--- src/rtl/rdpiano_bus_pkg.sv ---
// Shared types and constants for the HD6301-style multiplexed bus master.
package rdpiano_bus_pkg;

  localparam int unsigned ADDR_W = 16;
  localparam int unsigned DATA_W = 8;

  localparam logic [ADDR_W-1:0] DEFAULT_IDLE_ADDR = 16'hFFFF;

  typedef enum logic [2:0] {
    PH_START = 3'd0,
    PH_A     = 3'd1,
    PH_B     = 3'd2,
    PH_C     = 3'd3,
    PH_D     = 3'd4
  } phase_t;

  typedef struct packed {
    logic              rw;
    logic [ADDR_W-1:0] addr;
    logic [DATA_W-1:0] wdata;
  } bus_req_t;

endpackage

--- src/rtl/mcu_bus_driver_if.sv ---
// Request side and E/AS/RW bus side of the multiplexed bus master.
interface mcu_bus_driver_if;
  import rdpiano_bus_pkg::*;

  logic              REQ_IN;
  logic              REQ_RW_IN;
  logic [ADDR_W-1:0] REQ_ADDR_IN;
  logic [DATA_W-1:0] REQ_WDATA_IN;
  logic              READY_OUT;
  logic              DONE_OUT;
  logic [DATA_W-1:0] RDATA_OUT;
  logic              E_OUT;
  logic              AS_OUT;
  logic              RW_OUT;
  logic [DATA_W-1:0] P4_OUT;
  logic [DATA_W-1:0] P3_OUT;
  logic              P3_IOM;
  logic [DATA_W-1:0] P3_IN;

  modport master (
    input  REQ_IN, REQ_RW_IN, REQ_ADDR_IN, REQ_WDATA_IN, P3_IN,
    output READY_OUT, DONE_OUT, RDATA_OUT, E_OUT, AS_OUT, RW_OUT,
           P4_OUT, P3_OUT, P3_IOM
  );

  modport slave (
    output REQ_IN, REQ_RW_IN, REQ_ADDR_IN, REQ_WDATA_IN, P3_IN,
    input  READY_OUT, DONE_OUT, RDATA_OUT, E_OUT, AS_OUT, RW_OUT,
           P4_OUT, P3_OUT, P3_IOM
  );

endinterface

--- src/rtl/mcu_phase_timer.sv ---
// Counts clocks within a bus phase and phases within a bus cycle.
module mcu_phase_timer #(
  parameter int unsigned PHASE_CLKS = 2
) (
  input  logic clk,
  input  logic rst_n,
  input  logic run,
  output logic phase_last,
  output logic cycle_last,
  output logic pre_last_c
);

  localparam int unsigned CW = (PHASE_CLKS > 1) ? $clog2(PHASE_CLKS) : 1;

  logic [CW-1:0] cnt;
  logic [1:0]    qtr;

  always_ff @(posedge clk or negedge rst_n) begin
    if (!rst_n) begin
      cnt <= '0;
      qtr <= '0;
    end else if (run) begin
      if (phase_last) begin
        cnt <= '0;
        qtr <= qtr + 2'd1;
      end else begin
        cnt <= cnt + CW'(1);
      end
    end
  end

  assign phase_last = (32'(cnt) == PHASE_CLKS - 32'd1);
  assign cycle_last = phase_last && (qtr == 2'd3);

  // The clock after this edge will be the last one of its phase.
  assign pre_last_c = (PHASE_CLKS == 32'd1) ||
                      (run && !phase_last && (32'(cnt) + 32'd2 == PHASE_CLKS));

endmodule

--- src/rtl/mcu_bus_driver.sv ---
// HD6301-style bus master: turns single-word requests into E/AS/RW cycles
// on P4 (address high) and P3 (address low / data), with dummy cycles when idle.
module mcu_bus_driver
  import rdpiano_bus_pkg::*;
#(
  parameter int unsigned       PHASE_CLKS = 2,
  parameter logic [ADDR_W-1:0] IDLE_ADDR  = DEFAULT_IDLE_ADDR
) (
  input logic              CLK_IN,
  input logic              RESET_IN,
  mcu_bus_driver_if.master bus
);

  localparam bus_req_t IDLE_REQ = '{rw: 1'b1, addr: IDLE_ADDR, wdata: '0};

  phase_t            phase, phase_nx;
  logic              armed;
  bus_req_t          cur, txn_nx;
  logic              cur_valid, txn_valid_nx;
  logic              run_c, phase_last, cycle_last, pre_last_c, accept_c;
  logic              e_nx, as_nx, rw_nx, iom_nx, ready_nx, done_nx;
  logic [DATA_W-1:0] p3_nx, p4_nx;

  assign run_c    = (phase != PH_START);
  assign accept_c = bus.REQ_IN && bus.READY_OUT;

  mcu_phase_timer #(.PHASE_CLKS(PHASE_CLKS)) u_timer (
    .clk        (CLK_IN),
    .rst_n      (RESET_IN),
    .run        (run_c),
    .phase_last (phase_last),
    .cycle_last (cycle_last),
    .pre_last_c (pre_last_c)
  );

  // State register; armed marks the single START clock after reset release.
  always_ff @(posedge CLK_IN or negedge RESET_IN) begin
    if (!RESET_IN) begin
      phase <= PH_START;
      armed <= 1'b0;
    end else begin
      phase <= phase_nx;
      armed <= 1'b1;
    end
  end

  always_comb begin
    phase_nx = phase;
    case (phase)
      PH_START: if (armed)      phase_nx = PH_A;
      PH_A:     if (phase_last) phase_nx = PH_B;
      PH_B:     if (phase_last) phase_nx = PH_C;
      PH_C:     if (phase_last) phase_nx = PH_D;
      PH_D:     if (phase_last) phase_nx = PH_A;
      default:                  phase_nx = PH_START;
    endcase
  end

  // Transaction carried by the upcoming bus cycle: accepted request or dummy.
  always_comb begin
    txn_nx       = cur;
    txn_valid_nx = cur_valid;
    if (accept_c) begin
      txn_nx       = '{rw: bus.REQ_RW_IN, addr: bus.REQ_ADDR_IN, wdata: bus.REQ_WDATA_IN};
      txn_valid_nx = 1'b1;
    end else if (cycle_last || (phase == PH_START)) begin
      txn_nx       = IDLE_REQ;
      txn_valid_nx = 1'b0;
    end
  end

  // Output values for the clock that follows this edge.
  always_comb begin
    e_nx     = 1'b0;
    as_nx    = 1'b0;
    rw_nx    = 1'b1;
    p4_nx    = '0;
    p3_nx    = '0;
    iom_nx   = 1'b0;
    ready_nx = 1'b0;
    done_nx  = cycle_last && cur_valid;
    case (phase_nx)
      PH_START: ready_nx = 1'b1;
      PH_A, PH_B: begin
        as_nx  = (phase_nx == PH_A);
        rw_nx  = txn_nx.rw;
        p4_nx  = txn_nx.addr[15:8];
        p3_nx  = txn_nx.addr[7:0];
        iom_nx = 1'b1;
      end
      PH_C, PH_D: begin
        e_nx   = 1'b1;
        rw_nx  = txn_nx.rw;
        p4_nx  = txn_nx.addr[15:8];
        p3_nx  = txn_nx.addr[7:0];
        if (txn_valid_nx && !txn_nx.rw) begin
          p3_nx  = txn_nx.wdata;
          iom_nx = 1'b1;
        end
        ready_nx = (phase_nx == PH_D) && pre_last_c;
      end
      default: ;
    endcase
  end

  always_ff @(posedge CLK_IN or negedge RESET_IN) begin
    if (!RESET_IN) begin
      cur           <= '0;
      cur_valid     <= 1'b0;
      bus.E_OUT     <= 1'b0;
      bus.AS_OUT    <= 1'b0;
      bus.RW_OUT    <= 1'b1;
      bus.P4_OUT    <= '0;
      bus.P3_OUT    <= '0;
      bus.P3_IOM    <= 1'b0;
      bus.READY_OUT <= 1'b0;
      bus.DONE_OUT  <= 1'b0;
      bus.RDATA_OUT <= '0;
    end else begin
      cur           <= txn_nx;
      cur_valid     <= txn_valid_nx;
      bus.E_OUT     <= e_nx;
      bus.AS_OUT    <= as_nx;
      bus.RW_OUT    <= rw_nx;
      bus.P4_OUT    <= p4_nx;
      bus.P3_OUT    <= p3_nx;
      bus.P3_IOM    <= iom_nx;
      bus.READY_OUT <= ready_nx;
      bus.DONE_OUT  <= done_nx;
      if (cycle_last && cur_valid && cur.rw) bus.RDATA_OUT <= bus.P3_IN;
    end
  end

endmodule

--- src/flat_wrapper.sv ---
// flat-port wrapper written by rule: the top's interface ports become plain ports
module mcu_bus_driver_flat import rdpiano_bus_pkg::*;
#(
  parameter int unsigned       PHASE_CLKS = 2,
  parameter logic [ADDR_W-1:0] IDLE_ADDR  = DEFAULT_IDLE_ADDR
)
  (CLK_IN, RESET_IN, bus_REQ_IN, bus_REQ_RW_IN, bus_REQ_ADDR_IN, bus_REQ_WDATA_IN, bus_P3_IN, bus_READY_OUT, bus_DONE_OUT, bus_RDATA_OUT, bus_E_OUT, bus_AS_OUT, bus_RW_OUT, bus_P4_OUT, bus_P3_OUT, bus_P3_IOM);
  mcu_bus_driver_if bus_i ();
  input logic CLK_IN;
  input logic RESET_IN;
  input wire logic [$bits(bus_i.REQ_IN)-1:0] bus_REQ_IN;
  input wire logic [$bits(bus_i.REQ_RW_IN)-1:0] bus_REQ_RW_IN;
  input wire logic [$bits(bus_i.REQ_ADDR_IN)-1:0] bus_REQ_ADDR_IN;
  input wire logic [$bits(bus_i.REQ_WDATA_IN)-1:0] bus_REQ_WDATA_IN;
  input wire logic [$bits(bus_i.P3_IN)-1:0] bus_P3_IN;
  output wire logic [$bits(bus_i.READY_OUT)-1:0] bus_READY_OUT;
  output wire logic [$bits(bus_i.DONE_OUT)-1:0] bus_DONE_OUT;
  output wire logic [$bits(bus_i.RDATA_OUT)-1:0] bus_RDATA_OUT;
  output wire logic [$bits(bus_i.E_OUT)-1:0] bus_E_OUT;
  output wire logic [$bits(bus_i.AS_OUT)-1:0] bus_AS_OUT;
  output wire logic [$bits(bus_i.RW_OUT)-1:0] bus_RW_OUT;
  output wire logic [$bits(bus_i.P4_OUT)-1:0] bus_P4_OUT;
  output wire logic [$bits(bus_i.P3_OUT)-1:0] bus_P3_OUT;
  output wire logic [$bits(bus_i.P3_IOM)-1:0] bus_P3_IOM;
  assign bus_i.REQ_IN = bus_REQ_IN;
  assign bus_i.REQ_RW_IN = bus_REQ_RW_IN;
  assign bus_i.REQ_ADDR_IN = bus_REQ_ADDR_IN;
  assign bus_i.REQ_WDATA_IN = bus_REQ_WDATA_IN;
  assign bus_i.P3_IN = bus_P3_IN;
  assign bus_READY_OUT = bus_i.READY_OUT;
  assign bus_DONE_OUT = bus_i.DONE_OUT;
  assign bus_RDATA_OUT = bus_i.RDATA_OUT;
  assign bus_E_OUT = bus_i.E_OUT;
  assign bus_AS_OUT = bus_i.AS_OUT;
  assign bus_RW_OUT = bus_i.RW_OUT;
  assign bus_P4_OUT = bus_i.P4_OUT;
  assign bus_P3_OUT = bus_i.P3_OUT;
  assign bus_P3_IOM = bus_i.P3_IOM;
  mcu_bus_driver #(.PHASE_CLKS(PHASE_CLKS), .IDLE_ADDR(IDLE_ADDR)) u_core (.CLK_IN(CLK_IN), .RESET_IN(RESET_IN), .bus(bus_i));
endmodule
--- config.mk ---
export PLATFORM = sky130hd
export DESIGN_NAME = mcu_bus_driver_flat
export DESIGN_NICKNAME = d
export VERILOG_FILES = /design/src/rtl/rdpiano_bus_pkg.sv /design/src/rtl/mcu_bus_driver_if.sv /design/src/rtl/mcu_phase_timer.sv /design/src/rtl/mcu_bus_driver.sv /design/src/flat_wrapper.sv
export SDC_FILE = /design/constraint.sdc
export NUM_CORES = 1
export LEC_CHECK = 0
export ABC_AREA = 1
export ABC_CLOCK_PERIOD_IN_PS = 1600
export CAP_MARGIN = 10
export CORE_UTILIZATION = 49
export CTS_CLUSTER_DIAMETER = 120
export DETAILED_ROUTE_END_ITERATION = 6
export PLACE_DENSITY = 0.78
export SYNTH_ARGS = -nofsm -noshare
export SYNTH_HDL_FRONTEND = slang
export SYNTH_SLANG_ARGS = --single-unit
--- constraint.sdc ---
create_clock -name CLK_IN -period 1.6 [get_ports CLK_IN]
set_input_delay 0.24 -clock CLK_IN [delete_from_list [all_inputs] [get_ports CLK_IN]]
set_output_delay 0.24 -clock CLK_IN [all_outputs]
set_load 0.1 [all_outputs]
; Word level (Yosys, flattened, before mapping)
; Cells that the tools add are included.
[classes]
eq_ne = 10
addsub = 3
n_reduce_logical = 18
muxes = 20
[ops]
columns = op, n
row1 = $mux 25, 2
row2 = $mux 8, 2
row3 = $pmux 8 s2, 1
row4 = $eq 3x2->1 const B, 5
row5 = $mux 3, 5
row6 = $pmux 3 s5, 1
row7 = $logic_and 1x1->1, 8
row8 = $mux 1, 7
row9 = $eq 3x1->1 const B, 2
row10 = $eq 3x3->1 const B, 2
row11 = $logic_not 3->1, 2
row12 = $pmux 1 s2, 2
row13 = $reduce_or 2->1, 2
row14 = $reduce_or 4->1, 1
row15 = $add 1x2->3 const B, 1
row16 = $reduce_bool 3->1, 1
row17 = $add 2x1->2 const B, 1
row18 = $eq 2x2->1 const B, 1
row19 = $logic_not 1->1, 2
row20 = $reduce_and 2->1, 1
row21 = $add 1x1->1 const B, 1
row22 = $logic_or 1x1->1, 1
[word_totals]
output_inout_bits = 30
reg_bits = 63

; Depth between registers and ports, before layout
[depth]
ltp_word = 9
mapped_depth = 12

; Cells and area by module
; From an unflattened synthesis, not the netlist that was laid out.
[unflattened]
hier_cells = 304
hier_area_um2 = 2907.8
[modules_own_cells]
columns = module, seq_area_each_um2, cells_each, instances, area_per_inst_um2
row1 = mcu_bus_driver, 1502.7, 284, 1, 2757.6
row2 = mcu_phase_timer, 75.1, 20, 1, 150.1

; Worst setup path after synthesis
; No wires, ideal clock.
[synth_path]
path_type = register to register
start = reg u_core.bus.READY_OUT
end = reg u_core.bus.P3_OUT[1] (netlist bit)
t_arrival_ns = 1.927
path_slack_ns = -0.443
setup_ns = 0.117
path_stages_with_launch = 11
period_less_slack_ns = 2.043
path_cell_list = dfrtp_1 > buf_4 > nand2_4 > buf_2 > or2_1 > nand2_1 > inv_2 > nand2_1 > nand2_1 > nand2_1 > nand2_1
[synth_lines]
columns = element, line_no
row1 = from (decl), mcu_bus_driver_if.sv:22  ; output READY_OUT, DONE_OUT, RDATA_OUT, E_OUT, AS_OUT, RW_OUT,
row2 = from (signal assigned), mcu_bus_driver.sv:128  ; bus.READY_OUT <= ready_nx;
row3 = to (signal assigned), mcu_bus_driver.sv:126  ; bus.P3_OUT <= p3_nx;
row4 = to (decl), mcu_bus_driver_if.sv:23  ; P4_OUT, P3_OUT, P3_IOM

; Final worst setup path
[layout_path]
start = reg u_core.phase[0]
end = reg u_core.bus.P3_OUT[4] (netlist bit)
[layout_between]
elab_chain_cells = 8
elab_cells_between_ends = 26
cone_classes = 8 x eq/ne / 12 x mux / 6 x reduce/logical
[layout_lines]
columns = element, line_no
row1 = from (decl), mcu_bus_driver.sv:16  ; phase_t phase, phase_nx;
row2 = from (signal assigned), mcu_bus_driver.sv:42  ; phase <= phase_nx;
row3 = branches (longest 7 deep; another with $pmux 3 s5), --
row4 = $pmux 8 s2 (*), mcu_bus_driver.sv:82  ; case (phase_nx)
row5 = named net u_core.p3_nx[4], mcu_bus_driver.sv:22  ; logic [DATA_W-1:0] p3_nx, p4_nx;
; Mark *: on every way through the listed nets, which the timed path passes.
; A chain may end at the register's enable or synchronous reset.

==> results.ini <==
[synth]
yosys_warnings = 0
seq_area_frac_synth_pct = 56.4
dominantRegCellSynth = dfrtp_1
async_reset_ff_share_pct = 100
synth.area.mux_share_pct = 3.62
synth_cell_types = 27
synth_seq_cells = 63
synth_compound_area_share_pct = 4.43
synthXorXnorAreaFrac_pct = 0.626
syn_area_um2 = 2800
synth_top_family_by_area = simple AND/OR/NAND/NOR gates
syn-num-nets = 353
synth_edf_count = 0
synthAdderAreaFrac_pct = 0.447
synth_area_per_cell_um2 = 8.86
synth-simple-area-share_pct = 25.5
netlist_instances = 316

[global_routing]
track_usage_pct = 24.5
grt_pass1_vias = 2354
antenna_found_initial = 0
grt_max_degree = 64
overflow = 0
grt_pass1_wl_mm = 11.0

[route]
vias = 2467
drc_errors = 0
via_per_inst = 5.06
drt_iter0_drc = 252
drt-pass1-iter-count = 4
routed_wl_mm = 7.39
wl_per_cell_um = 15.1
ant_nets = 0

[final_layout]
nFillCells = 347
areaGrowthSynthToFinish_pct = 52.1
drive_gt1_share_pct = 28.1
final_area_um2 = 4260
diodes = 0
fin_nets = 448
final_common_cell = nand2_1
final_cell_mix = nand2_1, dfrtp_1, inv_1, clkdlybuf4s50_1, buf_12

[timing]
min_period_over_period_pct = 105
period_needed_ns = 1.68
rsz0062_at_grt = true
skew_ns = 0.0104
fmax_mhz = 594
slew_headroom_pct = 65.3
finalHoldViolations = 0
setup_viol = 10
worst_slack_ns = -0.0837
slew_viol_final = 0
worstMarginPinSlew_ns = 0.521

[cts]
clk_pin_slew_ns = 0.07
insertion_delay_ns = 0.35
cts.sinks = 63
cts-buffers-inserted = 9
cts_root_buf = clkbuf_8
cts_max_level = 3
cts_tree = built
clockBufferDepth = 2

[min_path]
hold_class = in -> async

[placed_design]
gp_congestion = 0.842
portBuffers = 65
place_area_um2 = 3930
dp_hpwl_mm = 4.61

[critical_path]
slowest_stage = dfrtp_1
required_ns = 1.89
crit_chain = buf_4 > o21ai_1 > nand4_1 > nand2_2 > nand2_1 > nand2_1
path_common_cell = nand2_1
max_stage_delay_ns = 0.42
endpoint_kind = flop
start_kind = flop
critPathArrivalTime_ns = 1.98
crit_type = reg -> reg
crit_fanout = 4

[die]
start_util_pct = 50.8
die_h_um = 77.6
design.core.area_um2 = 5510
pin_count = 66
die_x_um = 77.6
std_cell_rows = 27
die_area_um2 = 6020

[run_status]
status = complete, but fails checks
violations = negative setup slack

[flow_run]
cap_viol_max_count = 0

## cell type report
cell class              count  area (µm²)  share of cell area [%]
flip-flops and latches     63        1580                    37.2
well taps                  72        90.1                    2.12
clock inverters             2        10.0                   0.235
repair buffers             92        1190                    27.9
inverters                  49         184                    4.32
clock buffers              14         143                    3.35
multi-input cells         196        1060                    24.9
## routing by layer
layer / track usage (%) / part of all wire, % / up-vias
met5: 0 / 0 / -
met4: 14.5 / 2.9 / 0
met3: 6.47 / 7.4 / 22
met2: 41.5 / 51 / 114
met1: 27.7 / 38 / 1169
li1: - / - / 1162
## cells in the mapped netlist (2+ instances only)
library cell	count	area share [%]
nor2_1	18	2.4
a21oi_1	9	1.6
or2_1	2	0.45
buf_2	4	0.72
inv_1	42	5.6
nand3_1	25	4.5
a21oi_2	2	0.63
mux2_2	9	3.6
nand2_4	2	0.80
dfrtp_1	62	55
o21ai_0	4	0.72
nand2_2	5	1.1
or2_2	7	1.6
inv_2	7	0.94
buf_4	6	1.6
o21ai_1	5	0.89
nand3_2	4	1.4
nand2_1	94	13
## worst max-delay path, delay by kind of cell, from the launching register on
kind                   cells  cell delay, ns
AOI/OAI and AO/OA          1            0.30
and+or+nand+nor            4            0.76
DFF                        1            0.42
buffers and inverters      1            0.15
## what timing repair did
item | CTS | global route
hold buffers | 1 | 0
hold endpoints to repair | 62 | 0
buffers inserted | 0 | 9
setup endpoints to repair | 0 | 19
gates resized for setup | 0 | 19
## stage by stage
| stage | std cells | setup TNS, ns | hold slack, ns | setup WS (ns) | utilization [%] |
|---|---|---|---|---|---|
| after CTS | 477 | 0 | 0.441 | 0.0100 | 74.3 |
| after floorplan | 316 | -0.00256 | -0.0556 | -0.00256 | - |
| after detailed placement | 460 | -1.23 | 0.281 | -0.128 | 71.3 |
| after global routing | 488 | -1.52 | 0.488 | -0.152 | 77.3 |
| after global placement | 460 | -0.770 | 0.276 | -0.0989 | 71.3 |
| final | 488 | -0.564 | 0.433 | -0.0837 | 77.3 |
## flip-flops by register name (all words and copies together) (netlist names), 2 cells and up
register              cells
u_core.cur               25
u_core.bus.P3_OUT         8
u_core.bus.P4_OUT         8
u_core.bus.RDATA_OUT      8
u_core.phase              3
u_core.u_timer.qtr        2
## final timing paths
path                            cells after the start  slack (ns)                       to                   from
max in group asynchronous                           3        0.86        u_core.bus.RW_OUT               RESET_IN
worst max register to register                      6       -0.08     u_core.bus.P3_OUT[4]        u_core.phase[0]
min in group CLK_IN                                 5        0.47            u_core.cur[9]             bus_REQ_IN
worst max-delay path                                6       -0.08     u_core.bus.P3_OUT[4]        u_core.phase[0]
worst min register to register                      1        0.49    u_core.u_timer.qtr[0]  u_core.u_timer.qtr[0]
worst min-delay path                                3        0.43  u_core.bus.RDATA_OUT[4]               RESET_IN
## cells by family after synthesis
logic type                 count (synthesis)
other                                      1
AOI/OAI and AO/OA                         21
muxes                                      9
xor gates and xnor gates                   2
adders and majority gates                  1
DFF                                       63
buffers and inverters                     59
and+or+nand+nor                          160
Power is not shown: default switching activity piles up to over one toggle a cycle in this logic, so the estimate is an artifact.
